### src/rtl/shift_cmd_sequencer.sv
// shift_cmd_sequencer: FIFO-queued command sequencer driving a universal shift register's ctrl/data for a commanded number of clocks
module shift_cmd_sequencer #(
    parameter int WIDTH = 8,
    parameter int DEPTH = 4,
    parameter int LEN_W = 4
) (
    input  logic             i_clk,
    input  logic             i_rst,
    input  logic             i_cmd_valid,
    output logic             o_cmd_ready,
    input  logic [1:0]       i_cmd_mode,
    input  logic [LEN_W-1:0] i_cmd_len,
    input  logic [WIDTH-1:0] i_cmd_data,
    output logic [1:0]       o_ctrl,
    output logic [WIDTH-1:0] o_d,
    output logic             o_done,
    output logic             o_busy
);
    localparam int AW = $clog2(DEPTH);
    localparam int EW = 2 + LEN_W + WIDTH;
    typedef enum logic {IDLE, EXEC} state_t;
    state_t           state;
    logic [EW-1:0]    mem [DEPTH];
    logic [AW-1:0]    wr_ptr, rd_ptr;
    logic [AW:0]      count;
    logic [LEN_W-1:0] remaining;
    logic [1:0]       h_mode;
    logic [LEN_W-1:0] h_len;
    logic [WIDTH-1:0] h_data;
    logic             full, empty, push, pop;
    always_comb begin
        {h_mode, h_len, h_data} = mem[rd_ptr];
        full        = count == (AW+1)'(DEPTH);
        empty       = count == '0;
        o_cmd_ready = !i_rst && !full;
        push        = i_cmd_valid && o_cmd_ready;
        pop         = !empty && (state == IDLE || remaining == '0);
        o_busy      = state == EXEC || !empty;
    end
    always_ff @(posedge i_clk) begin
        if (push) mem[wr_ptr] <= {i_cmd_mode, i_cmd_len, i_cmd_data};
    end
    always_ff @(posedge i_clk or posedge i_rst) begin
        if (i_rst) begin
            wr_ptr    <= '0;
            rd_ptr    <= '0;
            count     <= '0;
            state     <= IDLE;
            remaining <= '0;
            o_ctrl    <= 2'b00;
            o_d       <= '0;
            o_done    <= 1'b0;
        end else begin
            if (push) wr_ptr <= wr_ptr + 1'b1;
            if (pop) rd_ptr <= rd_ptr + 1'b1;
            count <= count + (AW+1)'(push) - (AW+1)'(pop);
            if (pop) begin
                state     <= EXEC;
                o_ctrl    <= h_len == '0 ? 2'b00 : h_mode;
                o_d       <= h_data;
                remaining <= h_len == '0 ? '0 : h_len - 1'b1;
                o_done    <= h_len <= LEN_W'(1);
            end else if (state == EXEC && remaining != '0) begin
                remaining <= remaining - 1'b1;
                o_done    <= remaining == LEN_W'(1);
            end else begin
                state  <= IDLE;
                o_ctrl <= 2'b00;
                o_done <= 1'b0;
            end
        end
    end
endmodule

### config.mk
export PLATFORM = sky130hd
export DESIGN_NAME = shift_cmd_sequencer
export DESIGN_NICKNAME = d
export VERILOG_FILES = /design/src/rtl/shift_cmd_sequencer.sv
export SDC_FILE = /design/constraint.sdc
export NUM_CORES = 1
export LEC_CHECK = 0
export CAP_MARGIN = 10
export CORE_MARGIN = 8
export CORE_UTILIZATION = 60
export CTS_CLUSTER_DIAMETER = 30
export CTS_CLUSTER_SIZE = 24
export DETAILED_ROUTE_END_ITERATION = 12
export GPL_TIMING_DRIVEN = 1
export PLACE_DENSITY = 0.8
export REMOVE_ABC_BUFFERS = 1
export SKIP_CTS_REPAIR_TIMING = 1
export SYNTH_ARGS = -nofsm -noshare
export SYNTH_HDL_FRONTEND = slang
export SYNTH_SLANG_ARGS = --single-unit
### constraint.sdc
create_clock -name i_clk -period 4.2 [get_ports i_clk]
set_input_delay 1.05 -clock i_clk [delete_from_list [all_inputs] [get_ports i_clk]]
set_output_delay 1.05 -clock i_clk [all_outputs]
set_load 0.05 [all_outputs]
; Word level (Yosys, flattened, before mapping)
; Memory sizes are Yosys's and may differ from the RTL's.
; Index checks and enable logic that the tools add are counted.
[totals]
inputBits = 17
output_inout_bits = 13
mem_count = 1
ramBits = 56
wordCells = 46
register_bits = 23
[memory_table]
columns = memory, words, width, rd, rd_ports_with_merged_regs, wr, line_no
row1 = mem, 4, 14, 1, 0, 1, 23  ; logic [EW-1:0] mem [DEPTH];
[op_classes]
n_bitwise = 1
n_eq_ne = 3
n_mux = 12
add_sub_neg = 6
reduce_logical = 14
order_cmp = 1
[op_table]
columns = cell, count
row1 = 2-to-1 mux 4 bit, 3
row2 = logical NOT 4 bit, 2
row3 = subtractor 4 x 1 -> 4 bit (second input constant), 2
row4 = 2-to-1 mux 1 bit, 6
row5 = 2-to-1 mux 2 bit, 3
row6 = adder 2 x 1 -> 2 bit (second input constant), 2
row7 = == test 4 x 1 -> 1 bit (second input constant), 1
row8 = less-or-equal comparator 4 x 1 -> 1 bit (second input constant), 1
row9 = logical AND 1 bit, 4
row10 = nonzero test 4 bit, 1
row11 = adder 3 x 1 -> 3 bit, 1
row12 = == test 3 bit (second input constant), 1
row13 = logical NOT 1 bit, 3
row14 = logical NOT 3 bit, 1
row15 = subtractor 3 x 1 -> 3 bit, 1
row16 = logical OR 1 bit, 2
row17 = != test 2 bit (second input constant), 1
row18 = nonzero test 2 bit, 1
row19 = inverter 1 bit, 1

; Longest topological paths before layout
; Gate-level depths: netlist of the first run.
[logic_depth]
word_depth = 6
ltp_mapped = 12
depth_no_buf = 11

; Least setup slack after synthesis of the first run
; No wires, ideal clock.
[synth_timing]
kind = input to register
from = input i_rst
to = register count[2]
slack_ns = 0.689
required_ns = 4.074
n_path_buf = 0
stages = 10
arrival_time_ns = 3.385
setup_ns = 0.126
path_cell_list = a21oi_1 and2_1 inv_1 ha_1 inv_1 ha_1 inv_1 fa_1 xnor2_1 xnor2_1
[synth_via]
elab_chain_len = 5
[synth_rtl]
columns = item, line_no
row1 = start: declaration, 8  ; input logic i_rst,
row2 = logical NOT 1 bit (no source line), --
row3 = logical AND 1 bit, 35  ; o_cmd_ready = !i_rst && !full;
row4 = logical AND 1 bit, 36  ; push = i_cmd_valid && o_cmd_ready;
row5 = adder 3 x 1 -> 3 bit, 56  ; count <= count + (AW+1)'(push) - (AW+1)'(pop);
row6 = subtractor 3 x 1 -> 3 bit, 56
row7 = end signal: assignment, 56
row8 = end: declaration, 25  ; logic [AW:0] count;
; Every way passes these cells.
; A chain may end at the register's enable or synchronous reset.

; Final worst setup path of the first run
[layout_timing]
from = input i_rst
to = output o_cmd_ready
[layout_via]
elab_chain_len = 2
[layout_rtl]
columns = item, line_no
row1 = logical NOT 1 bit (no source line), --
row2 = logical AND 1 bit, 35
row3 = end: declaration, 10  ; output logic o_cmd_ready,
; Every way passes these cells.

==> flow_summary.toml, run 1 <==
[run_status]
outcome = "finished clean"

[global_routing]
use_met2_pct = 27.5
grtUsageTotal_pct = 15.5
grt_pass1_wl_mm = 8.75
met3_usage_pct = 4.41
grt_use_met1_pct = 16.5
grt_overflow = 0
grt_pass1_vias = 1811
top_usage_layer = "met2"
antenna_found_initial = 0
grt_max_degree = 24

[timing]
rsz0062_at_grt = "false"
skew_ns = 0.00899
post-route-min-period_ns = 3.72
hold_viol_final = 0
finalSetupTns_ns = 0
fin_crit_sh_pct = 88.5
tightest_slew_ns = 0.984
holdWs_ns = 0.506
final_max_slew_viol_count = 0
relSlewSlack_pct = 34.4
fmax_mhz = 269
setup_viol = 0

[finish]
final_area_sq_um = 3740
num-nets-final = 240
area_growth_pct = 17.0
stdcell_count = 289
fin_util_pct = 72.8
final.fill_count = 338
diodes = 0
drive_gt1_share_pct = 19.2

[yosys]
synth_compound_area_share_pct = 3.13
yosys_register_bits = 79
synthXorXnorAreaFrac_pct = 1.64
synth_mux_area_share_pct = 13.7
avgSynthCellArea_sq_um = 18.1
synth_cells = 177
synth_top_area_share_pct = 52.6
seq_area_frac_synth_pct = 70.6
synthSimpleGateAreaFrac_pct = 4.97
async_reset_ff_share_pct = 29.1
synth_area_sq_um = 3200
synth_edf_count = 56
synthTopCellsByCount = "56 x edfxtp_1, 23 x dfrtp_1, 14 x mux4_2"
synth_top_area_cell = "edfxtp_1"
synth.most_common_cell = "edfxtp_1"
synthAdderAreaFrac_pct = 3.75
synth-main-ff-cell = "edfxtp_1"
yosysWarningCount = 0
synth_top_family_by_area = "multiplexers"
netlist_top_cells_area = "edfxtp_1 53%, dfrtp_1 18%, mux4_2 9.9%"
yosysUniqueCellTypes = 35

[critical_path]
cp.arrival_ns = 2.67
path_class = "in -> out"
start_kind = "primary input"
critPathMostFrequentCell = "clkdlybuf4s50_1"
endpoint_kind = "output pin"
critPathMaxFanout = 6
cpMaxStageDelayCell = "clkdlybuf4s50_1"
cp_cell_sequence = "clkdlybuf4s50_1, a21oi_1, clkdlybuf4s50_1"
crit_required_ns = 3.15
cpPeakStageDelay_ns = 0.88

[detailed_routing]
antenna_left = 0
viasPerCell = 5.67
drt-initial-drc-count = 78
drt_wl_total_mm = 5.47
wl_per_cell_microns = 18.9
dr.pass1.iters = 4
route.vias.total = 1638
drc = 0

[floorplan]
core_sq_um = 5140
ios = 30
die_area_sq_um = 7920
die_h_microns = 89.0
initial_core_util_pct = 62.2
die_w_microns = 89.0
rows = 26

[place]
io_buffers = 29
dpl-instance-area_sq_um = 3560
dp_hpwl_mm = 3.79
place_inst = 273
gp_congestion = 0.773

[clocking]
htreeDepth = 3
cts_tree = "done"
path_clk_slew_ns = 0.07
clk_latency_ns = 0.34
cts_max_path_buffers = 2
cts_buffers = 9
clockRootBuffer = "clkbuf_8"
clkSinkCount = 79

[power_and_ir_drop]
power_density_nw_per_um2 = 693
peakVddDrop_v = 0.000364
leakage_nw = 1.37

[flow_run]
drv_cap = 0

[worst_hold_path]
hold_path.class = "reg -> reg"
[flip-flops by register name, indices dropped and copies added, names as in the netlist]
name,flops
rd_ptr,2
count,3
wr_ptr,2
o_done,1
state,1
o_ctrl,2
o_d,8
remaining,4
mem,56
[critical path, delay by kind of cell]
kind	cells	cell delay, ns
AOI/OAI and AO/OA	1	0.31
buffers and inverters	2	1.30
[report_power, final]
part	switching, mW	total (mW)	internal, mW
Combinational	0.472	0.898	0.426
Sequential	0.170	1.18	1.01
Clock	0.245	0.516	0.271
[final cells by class]
type                       instances  area, sq um  area share, %
sequential                        79         2260           60.3
multi-input combinational         82          870           23.2
timing repair buffer              31          305           8.16
clock buffer                      11          131           3.51
tap                               70         87.6           2.34
clock inverter                     5         50.0           1.34
inverter                          11         41.3           1.10
[metal layers]
layer	vias to the layer above	wire length, microns	share of wire [%]
met2	33	3040	55
met1	843	2140	39
met4	0	78	1.4
met3	9	222	4.1
met5	-	0	0
li1	753	-	-
[cells by family (layout without fill, tap and decap cells)]
kind of cell	after synthesis	count (layout)
AND/OR/NAND/NOR	29	29
adder cells (fa/ha/maj)	9	9
XOR/XNOR	6	6
multiplexers	25	25
buffers and inverters	16	58
flip-flops	79	79
AO/OA/AOI/OAI	13	13
[worst paths after layout]
path,startpoint,endpoint,slack [ns],depth (start not counted)
worst max-delay path,i_rst,o_cmd_ready,0.48,3
worst min-delay path,o_ctrl[0]$_DFFE_PP0P_,o_ctrl[0]$_DFFE_PP0P_,0.51,1
worst max register to register,remaining[1]$_DFFE_PP0P_,count[2]$_DFF_PP0_,1.28,12
worst min register to register,o_ctrl[0]$_DFFE_PP0P_,o_ctrl[0]$_DFFE_PP0P_,0.51,1
max in group asynchronous,i_rst,o_ctrl[0]$_DFFE_PP0P_,2.36,2
min in group asynchronous,i_rst,count[1]$_DFF_PP0_,1.26,2
[per-stage QoR]
step                      setup WS, ns  total power, mW
after floorplan                  0.689             1.81
after global placement           0.519             2.04
after detailed placement         0.491             2.11
after CTS                        0.488             2.62
after global routing             0.415             2.72
final                            0.484             2.59
[cells in the final DEF (no fill, tap or decap), types with 5 or more instances in the layout]
master / synthesis / layout
edfxtp_1: 56 / 56
and3_1: 5 / 5
inv_1: 11 / 11
clkbuf_8: 0 / 9
ha_1: 8 / 8
dfrtp_1: 23 / 23
mux4_2: 14 / 14
mux2_2: 10 / 10
clkdlybuf4s50_1: 0 / 29
xnor2_1: 5 / 5
Note: power is estimated with default switching activity, not from simulation.
==> inputs of run 2 (changes only) <==
Settings changed: REMOVE_ABC_BUFFERS 1 to not set.
==> run 2 against run 1 <==
Net effect: combinational power is 4.3% higher; clock power is 7.8% lower; maximum frequency is 0.64% higher; total power is 1.5% lower; critical endpoint unchanged; critical path depth stayed put; flip-flop and latch count stayed put; worst hold slack better by 0.0018 ns; sequential share of layout area is 0.14 points higher; sequential power is 3% lower; largest power group unchanged; clock skew is 0.0024 ns lower.
==> flow_summary.toml, run 2 (synthesized netlist as in run 1, its figures left out) <==
[power_and_ir_drop]
peakVddDrop_v = 0.000487
leakage_nw = 1.37
fin_total_pwr_mw = 2.55
power_density_nw_per_um2 = 684

[floorplan]
core_sq_um = 5140
initial_core_util_pct = 62.2
ios = 30
die_area_sq_um = 7920
die_w_microns = 89.0
die_h_microns = 89.0
rows = 26

[timing]
hold_viol_final = 0
fin_crit_sh_pct = 87.9
fmax_mhz = 271
skew_ns = 0.00661
finalSetupTns_ns = 0
final_max_slew_viol_count = 0
tightest_slew_ns = 0.917
post-route-min-period_ns = 3.69
relSlewSlack_pct = 38.8
rsz0062_at_grt = "false"
setup_viol = 0

[critical_path]
crit_family = "buffers and inverters"
crit_required_ns = 3.15
critPathMaxFanout = 6
cp.arrival_ns = 2.64
cpMaxStageDelayCell = "clkdlybuf4s50_1"
start_kind = "primary input"
path_class = "in -> out"
worstPathBufferInverterCount = 2
critPathMostFrequentCell = "clkdlybuf4s50_1"
cp_cell_sequence = "clkdlybuf4s50_1, a21oi_1, clkdlybuf4s50_1"
endpoint_kind = "output pin"
cpPeakStageDelay_ns = 0.88

[finish]
diodes = 0
seq_area_sq_um = 2260
largest_reg_flops = 56
multiInputGateArea_sq_um = 870
stdcell_count = 290
num-nets-final = 241
largest_register = "mem"
drive_gt1_share_pct = 19.5
final_cell_mix = "56 x edfxtp_1, 29 x clkdlybuf4s50_1, 23 x dfrtp_1, 14 x mux4_2, 11 x inv_1"
fin_util_pct = 72.6
final.fill_count = 348
final_area_sq_um = 3730
final_common_cell = "edfxtp_1"
reg_top3 = "mem (56), o_d (8), remaining (4)"
area_growth_pct = 16.7

[run_status]
outcome = "finished clean"

[global_routing]
grt_pass1_vias = 1737
grt_overflow = 0
grt_max_degree = 24
grt_pass1_wl_mm = 8.90
antenna_found_initial = 0
grtUsageTotal_pct = 15.9

[detailed_routing]
drc = 0
drt_wl_total_mm = 5.51
route.vias.total = 1624
drt-initial-drc-count = 94
wl_per_cell_microns = 19.0
viasPerCell = 5.60
antenna_left = 0
dr.pass1.iters = 4

[place]
dp_hpwl_mm = 3.68
io_buffers = 29
dpl-instance-area_sq_um = 3570
place_inst = 274
gp_congestion = 0.779

[flow_run]
drv_cap = 0

[worst_hold_path]
hold_path.class = "reg -> reg"

[yosys]
synth_nets = 203

[clocking]
htreeDepth = 3
cts_max_path_buffers = 2
path_clk_slew_ns = 0.07
clk_latency_ns = 0.34
clkSinkCount = 79
clockRootBuffer = "clkbuf_8"
cts_tree = "done"
cts_buffers = 9
[run 2: report_power, final]
group          internal, mW  total (mW)  switching [mW]
sequential             1.01        1.14           0.131
clock                 0.225       0.476           0.251
combinational         0.429       0.937           0.508
[run 2: metrics by stage]
step / setup WS [ns] / hold WS (ns)
global route: 0.420 / 0.535
global placement: 0.524 / 0.491
floorplan: 0.689 / 0.518
detailed placement: 0.506 / 0.496
CTS: 0.501 / 0.512
finish: 0.508 / 0.507
[run 2: final cells by class]
type / instances / area share [%]
inverters: 11 / 1.11
multi-input cells: 82 / 23.3
clock buffers: 11 / 3.79
flip-flops and latches: 79 / 60.5
well taps: 70 / 2.35
clock inverters: 5 / 0.637
repair buffers: 32 / 8.38
[run 2: worst paths after layout]
kind / slack [ns] / depth (start not counted) / to / from
setup / recovery: 0.51 / 3 / o_cmd_ready / i_rst
min in group asynchronous: 1.25 / 2 / state$_DFFE_PP0P_ / i_rst
hold reg to reg: 0.51 / 1 / o_d[3]$_DFFE_PP0N_ / o_d[3]$_DFFE_PP0N_
setup reg to reg: 1.34 / 12 / count[2]$_DFF_PP0_ / remaining[0]$_DFFE_PP0P_
hold / removal: 0.51 / 1 / o_d[3]$_DFFE_PP0N_ / o_d[3]$_DFFE_PP0N_
max in group asynchronous: 2.39 / 2 / o_d[0]$_DFFE_PP0N_ / i_rst
[run 2: metal layers]
layer  routed length, microns  vias up  global-route usage, %
li1                         -      757                      -
met1                     2260      827                   17.0
met2                     2920       30                   27.5
met3                      214       10                   5.33
met4                      119        0                   8.31
met5                        0        -                      0
[run 2: worst register-to-register path, delay by kind of cell (launching register included)]
family	cells	cell delay (ns)
adders and majority gates	4	0.96
DFF	1	0.43
AOI/OAI and AO/OA	1	0.14
and+or+nand+nor	1	0.48
xor gates and xnor gates	2	0.33
buffers and inverters	4	0.44
==> inputs of run 3 (changes only) <==
Settings changed: MAX_ROUTING_LAYER set to met4.
==> run 3 against run 2 <==
Net effect: via count rose by 1.2%; highest routed layer unchanged; clock skew barely moved; count of clock-buffer cells in the layout stayed put.
==> flow_summary.toml, run 3 (synthesized netlist as in run 1, its figures left out) <==
[worst_hold_path]
hold_path.class = "reg -> reg"
holdPathStages = 1
min_from = "o_d[3]$_DFFE_PP0N_"
min_to = "o_d[3]$_DFFE_PP0N_"

[detailed_routing]
antenna_left = 0
wl_per_cell_microns = 19.1
route.vias.total = 1643
viasPerCell = 5.67
dr.pass1.iters = 4
drc = 0
drt-initial-drc-count = 92
drt_wl_total_mm = 5.53

[finish]
diodes = 0
largest_register = "mem"
final.fill_count = 348
drive_gt1_share_pct = 19.5
stdcell_count = 290
largest_reg_flops = 56
final_common_cell = "edfxtp_1"
reg_top3 = "mem (56), o_d (8), remaining (4)"
seq_area_sq_um = 2260
area_growth_pct = 16.7
final_cell_mix = "56 x edfxtp_1, 29 x clkdlybuf4s50_1, 23 x dfrtp_1, 14 x mux4_2, 11 x inv_1"
num-nets-final = 241
multiInputGateArea_sq_um = 870

[critical_path]
critPathMostFrequentCell = "clkdlybuf4s50_1"
cp_cell_sequence = "clkdlybuf4s50_1, a21oi_1, clkdlybuf4s50_1"
reg2reg_to = "count[2]$_DFF_PP0_"
path_class = "in -> out"
cpMaxStageDelayCell = "clkdlybuf4s50_1"
rr_startpoint = "remaining[0]$_DFFE_PP0P_"
crit_required_ns = 3.15
cpPeakStageDelay_ns = 0.88
ff2ff_path_depth = 12
endpoint_kind = "output pin"
cp.arrival_ns = 2.64
rrSetupSlack_ns = 1.34
critPathMaxFanout = 6
start_kind = "primary input"

[clocking]
cts_max_path_buffers = 2
cts_tree = "done"
path_clk_slew_ns = 0.07
clockRootBuffer = "clkbuf_8"
htreeDepth = 3
clkSinkCount = 79
cts_buffers = 9
clk_latency_ns = 0.34

[timing]
fmax_mhz = 271
final_max_slew_viol_count = 0
relSlewSlack_pct = 38.8
setup_viol = 0
rsz0062_at_grt = "false"
tightest_slew_ns = 0.917
skew_ns = 0.00636
fin_crit_sh_pct = 87.9
finalSetupTns_ns = 0
hold_viol_final = 0
post-route-min-period_ns = 3.69
postLayoutSetupSlackWorst_ns = 0.510

[place]
io_buffers = 29
gp_congestion = 0.790
preCtsSetupSlack_ns = 0.506
place_inst = 274
dp_hpwl_mm = 3.68

[floorplan]
die_w_microns = 89.0
rows = 26
initial_core_util_pct = 62.2
die_h_microns = 89.0
ios = 30
core_sq_um = 5140
die_area_sq_um = 7920

[global_routing]
grt_max_degree = 24
grtUsageTotal_pct = 16.4
grt_pass1_wl_mm = 8.91
grt_pass1_vias = 1730
grt_overflow = 0
antenna_found_initial = 0

[power_and_ir_drop]
leakage_nw = 1.37
fin_total_pwr_mw = 2.55
peakVddDrop_v = 0.000487
power_density_nw_per_um2 = 684

[flow_run]
drv_cap = 0

[yosys]
synth_nets = 203

[run_status]
outcome = "finished clean"
run 3: cell counts in the layout (fill, tap and decap cells not counted):
No cell type changed its count.
run 3: worst max-delay path by stage:
| stage | start | endpoint | slack (ns) | cells after the start |
|---|---|---|---|---|
| after CTS | i_rst | o_cmd_ready | 0.50 | 3 |
| after global placement | i_rst | o_cmd_ready | 0.52 | 3 |
| after floorplan | i_rst | count[2]$_DFF_PP0_ | 0.69 | 10 |
| final | i_rst | o_cmd_ready | 0.51 | 3 |
| after global routing | i_rst | o_cmd_ready | 0.42 | 3 |
| after detailed placement | i_rst | o_cmd_ready | 0.51 | 3 |
run 3: cell type report:
| class | count | area share, % |
|---|---|---|
| clock buffers | 11 | 3.79 |
| clock inverters | 5 | 0.637 |
| inverters | 11 | 1.11 |
| multi-input cells | 82 | 23.3 |
| flip-flops and latches | 79 | 60.5 |
| well taps | 70 | 2.35 |
| repair buffers | 32 | 8.38 |
run 3: critical path, delay by kind of cell:
kind                   cells  cell delay (ns)
buffers and inverters      2             1.30
AOI/OAI and AO/OA          1             0.29
run 3: report_power, final:
part	switching (mW)	internal, mW
registers	0.132	1.01
logic	0.507	0.429
clock network	0.250	0.225
run 3: per-layer routing:
| metal | GRT usage, % | part of all wire (%) | vias to the layer above |
|---|---|---|---|
| met1 | 17.4 | 41 | 840 |
| met4 | 8.31 | 2.0 | 0 |
| li1 | - | - | 757 |
| met3 | 4.69 | 3.8 | 10 |
| met2 | 27.4 | 53 | 36 |
| met5 | - | 0 | - |
run 3: per-stage QoR:
step | area (sq um) | util [%] | hold slack [ns]
CTS | 3730 | 72.6 | 0.512
global placement | 3570 | 69.4 | 0.491
detailed placement | 3570 | 69.4 | 0.496
floorplan | 3200 | - | 0.518
global route | 3730 | 72.6 | 0.535
finish | 3730 | 72.6 | 0.507
==> RTL edit 1: new RTL, flow settings as in run 3 <==
Reset style: synchronous (`i_rst`), changed in one clocked block.
--- a/src/rtl/shift_cmd_sequencer.sv
+++ b/src/rtl/shift_cmd_sequencer.sv
@@ -40,7 +40,7 @@
     always_ff @(posedge i_clk) begin
         if (push) mem[wr_ptr] <= {i_cmd_mode, i_cmd_len, i_cmd_data};
     end
-    always_ff @(posedge i_clk or posedge i_rst) begin
+    always_ff @(posedge i_clk) begin
         if (i_rst) begin
             wr_ptr    <= '0;
             rd_ptr    <= '0;
Function: differs if i_rst is asserted again (counterexample within 4 cycles, from zero or initial values and one cycle with i_rst high); with i_rst held inactive, the same outputs for 10 cycles.
==> RTL edit 1 against run 3 <==
Utilization is 0.46 points higher; wire length decreased by 3.4%; sequential cell count is 2 higher; sequential power is 4% lower; critical path type unchanged; synthesized area shrank 0.16%; maximum frequency grew 16%; power fell by 0.44%; sequential share of layout area decreased by 2.4 points; worst setup slack better by 0.52 ns; count of clock-buffer cells in the layout grew 2; final area increased by 0.64%; combinational power shrank 2.9%.
==> RTL edit 1: results (changes against run 3) <==
| Metric | Value |
|---|---|
| Outcome | `finished clean` |
| Critical path fanouts, max | `25 (+19)` |
| R2R Setup Slk | `1.46 ns (+0.12 ns)` |
| GRT met3 Usage | `0.03217 (-0.01471)` |
| Worst flop-to-flop path endpoint | `count[2]` |
| Hold Path Cell Cnt | `2 (+1)` |
| Detail-routed via count per cell | `5.485 (-3.2%)` |
| Mapped Nets | `242 (+19%)` |
| Final Wtd Congestion | `0.8376 (+6.1%)` |
| Psw | `0.0009063 W (+2.0%)` |
| Post-synthesis xor/xnor area fraction | `0.01097 (-0.005458)` |
| Syn avg cell area | `14.79 um^2 (-18%)` |
| Hold Startpoint | `o_d[5]` |
| Worst Skew | `0.006941 ns (+0.0005800 ns)` |
| Total track usage | `0.1584 (-0.005398)` |
| Compound-Gate Fraction of Synth Area | `0.05875 (+0.02747)` |
| HPWL Detailed | `3.607 mm (-2.1%)` |
| Asr flop ratio synth | `0 (-0.2911)` |
| Vias in the first global route | `1823 (+5.4%)` |
| Routed wl met3 | `179 um (-14%)` |
| Met2 Track Usage GR | `0.2352 (-0.03908)` |
| NumNets Final | `277 (+15%)` |
| First-pass GRT wire length | `8.997 mm (+1.0%)` |
| Worst r2r path cells | `14 (+2)` |
| Worst Hold End | `o_d[5]` |
| Starting DRT DRC Count | `108 (+17%)` |
| Placed insts | `310 (+13%)` |
| Top cells by area, synth | `edfxtp_1 (53%), dfxtp_1 (16%), mux4_2 (9.9%), nand2_1 (3.2%), ha_1 (3.1%)` |
| R2r startpoint | `remaining[1]` |
| Worst-Margin Slew | `0.9144 ns (-0.002772 ns)` |
| Worst VDD drop | `0.3976 mV (-18%)` |
| Met1 Usage GRT | `0.2005 (+0.02669)` |
| Non-filler cells, final | `326 (+12%)` |
| Sequential fraction of the synthesis area | `0.6831 (-0.02240)` |
## RTL edit 1: cell count changes after synthesis, moves of 3 or more
cell and delta:
dfxtp_1 +25, nand2_1 +24, dfrtp_1 -23, a21oi_1 +15, mux2_2 -9, nor2_1 +9
and3_1 -5, clkbuf_1 +4, o21ai_0 +3, or3_1 +3, xnor2_1 -3
## RTL edit 1: layout make-up
class / count / area (um^2)
Multi-Input combinational cell: 116 / 932.1
Clock inverter: 3 / 22.52
Tap cell: 70 / 87.58
Sequential cell: 81 / 2182
Clock buffer: 13 / 168.9
Inverter: 11 / 41.29
Fill cell: 344 / 1383
Timing Repair Buffer: 32 / 322.8
## RTL edit 1: through the flow
step	util	area (um^2)	hold WS (ns)	setup WS (ns)
after global placement	0.6938	3566	0.4420	0.9081
after floorplan	-	3194	0.4544	0.9595
final	0.7310	3757	0.4571	1.029
after detailed placement	0.6938	3566	0.4470	0.8594
after CTS	0.7310	3757	0.4589	1.016
after global routing	0.7310	3757	0.4848	0.9351
## RTL edit 1: worst max-delay path by stage
stage	start	end	slack (ns)	cells after the start
detailed placement	i_cmd_valid	count[2]	0.86	13
finish	i_rst	o_cmd_ready	1.03	4
global route	i_rst	o_cmd_ready	0.94	4
floorplan	i_rst	o_cmd_ready	0.96	3
global placement	i_cmd_valid	count[2]	0.91	13
CTS	i_rst	o_cmd_ready	1.02	4
## RTL edit 1: power groups by stage
stage	registers (W)	clock network (W)	logic [W]
after floorplan	0.00120	0	0.000582
after global placement	0.00111	0	0.000895
after detailed placement	0.00112	0	0.000913
after CTS	0.00110	0.000546	0.000917
after global routing	0.00112	0.000573	0.000999
final	0.00110	0.000535	0.000909
## RTL edit 1: worst max-delay path: stages
cell	delay, ns
clkdlybuf4s50_1	0.42
buf_4	0.22
a21oi_1	0.25
buf_12	0.18
==> RTL edit 2: new RTL, settings of run 3 <==
Made on the original files. Change the parameter `LEN_W` from 4 to 8.
--- a/src/rtl/shift_cmd_sequencer.sv
+++ b/src/rtl/shift_cmd_sequencer.sv
@@ -2,7 +2,7 @@
 module shift_cmd_sequencer #(
     parameter int WIDTH = 8,
     parameter int DEPTH = 4,
-    parameter int LEN_W = 4
+    parameter int LEN_W = 8
 ) (
     input  logic             i_clk,
     input  logic             i_rst,
Interface: changed (resized i_cmd_len); port bits go from 30 to 34. No check against the original RTL was run, so the function may have changed too.
==> RTL edit 2 against run 3 <==
Synthesized area is 30% higher; utilization is 1.9 points lower; sequential cell count is 20 higher; final area is 28% higher; die area is 25% higher; register-to-register slack worse by 0.38 ns; worst setup slack better by 0.035 ns; critical endpoint unchanged; wire length is 37% higher; power is 20% higher; largest power group unchanged.
==> RTL edit 2: results (changes against run 3) <==
| Metric | Value |
|---|---|
| Unique cell type count in the Yosys netlist | `42 (+20%)` |
| Hold Path Cell Cnt | `2 (+1)` |
| Vias in the first global route | `2376 (+37%)` |
| Placed Area | `4591 um^2 (+29%)` |
| Worst-Skew Late Latency | `0.36 ns (+0.02 ns)` |
| Multiplexer area fraction after synthesis | `0.1122 (-0.02467)` |
| Fin crit share | `0.8702 (-0.008398)` |
| HPWL Detailed | `5.017 mm (+36%)` |
| Largest regs | `mem (72), o_d (8), remaining (8)` |
| R2R Setup Slk | `0.96 ns (-0.38 ns)` |
| Total track usage | `0.1676 (+0.003829)` |
| Worst r2r path cells | `10 (-2)` |
| Arrival @ worst endpoint | `2.60 ns (-0.04 ns)` |
| Layout fillers | `449 (+29%)` |
| Post-synth EDFFs | `72 (+29%)` |
| Largest net degree at the start of global routing | `28 (+17%)` |
| Final-layout clock buffer total | `10 (-1)` |
| Non-clk invs | `13 (+2)` |
| Sequential fraction of the synthesis area | `0.6805 (-0.02505)` |
| Outcome | `finished clean` |
| Via count | `2278 (+39%)` |
| Worst hold slack | `0.4857 ns (-0.02165 ns)` |
| Multi-input combinational area share | `0.2588 (+0.02587)` |
| Synth Area in Adders | `0.03480 (-0.002741)` |
| N_taps | `80 (+14%)` |
| Asr flop ratio synth | `0.2727 (-0.01841)` |
| Non-filler cells, final | `388 (+34%)` |
| Worst Skew | `0.01341 ns (+0.007044 ns)` |
| Clock network power | `0.000564 W (+19%)` |
| Post-synthesis xor/xnor area fraction | `0.01680 (+0.0003762)` |
| Compound-Gate Fraction of Synth Area | `0.04140 (+0.01012)` |
| CTS clk-pin slew, worst paths | `0.10 ns (+0.03 ns)` |
| Signal buffers | `38 (+19%)` |
| Hold Startpoint | `o_d[2]` |
| P_int | `0.001949 W (+17%)` |
| Top cells by area, synth | `edfxtp_1 (52%), dfrtp_1 (16%), mux4_2 (10%), nand2_1 (3.2%), ha_1 (3.0%)` |
| WL/cell | `19.44 um (+2.0%)` |
| Worst Hold End | `o_d[2]` |
| NumNets Final | `335 (+39%)` |
| Worst-Margin Slew | `1.070 ns (+0.1525 ns)` |
| Final Wtd Congestion | `0.8269 (+4.7%)` |
| Final clock-cell share | `0.03903 (-0.005210)` |
| Lkg Pwr | `1.757 nW (+28%)` |
| Seq cells | `99 (+25%)` |
| Placed insts | `372 (+36%)` |
| Psw | `0.001119 W (+26%)` |
| Share of cells above drive strength 1 | `0.1461 (-0.04935)` |
| Syn avg cell area | `15.98 um^2 (-12%)` |
| Buffers on Ports | `33 (+14%)` |
| Post-synth top cells | `edfxtp_1 (72), nand2_1 (35), dfrtp_1 (27)` |
## RTL edit 2: changes by cell type in the layout (fill, tap and decap cells not counted), moves of 3 or more
cell	change
dfrtp_1	+4
nand3_1	+3
edfxtp_1	+16
nand2_1	+32
o221ai_1	+3
mux4_2	+5
clkinv_2	-4
o21ai_0	+7
nor2_1	+11
clkdlybuf4s50_1	+4
mux2_2	-10
mux2i_1	+3
## RTL edit 2: per-layer routing
layer / vias up / GRT usage / wire, um
li1: 1065 / - / -
met1: 1165 / 0.1972 / 3252
met2: 37 / 0.2696 / 3902
met3: 11 / 0.04749 / 266
met4: 0 / 0.06286 / 121
met5: - / - / 0
## RTL edit 2: logic make-up after synthesis
| group | after synthesis |
|---|---|
| buffers and inverters | 20 |
| adders and majority gates | 11 |
| DFF | 99 |
| and+or+nand+nor | 78 |
| AOI/OAI and AO/OA | 22 |
| muxes | 23 |
| xor gates and xnor gates | 8 |
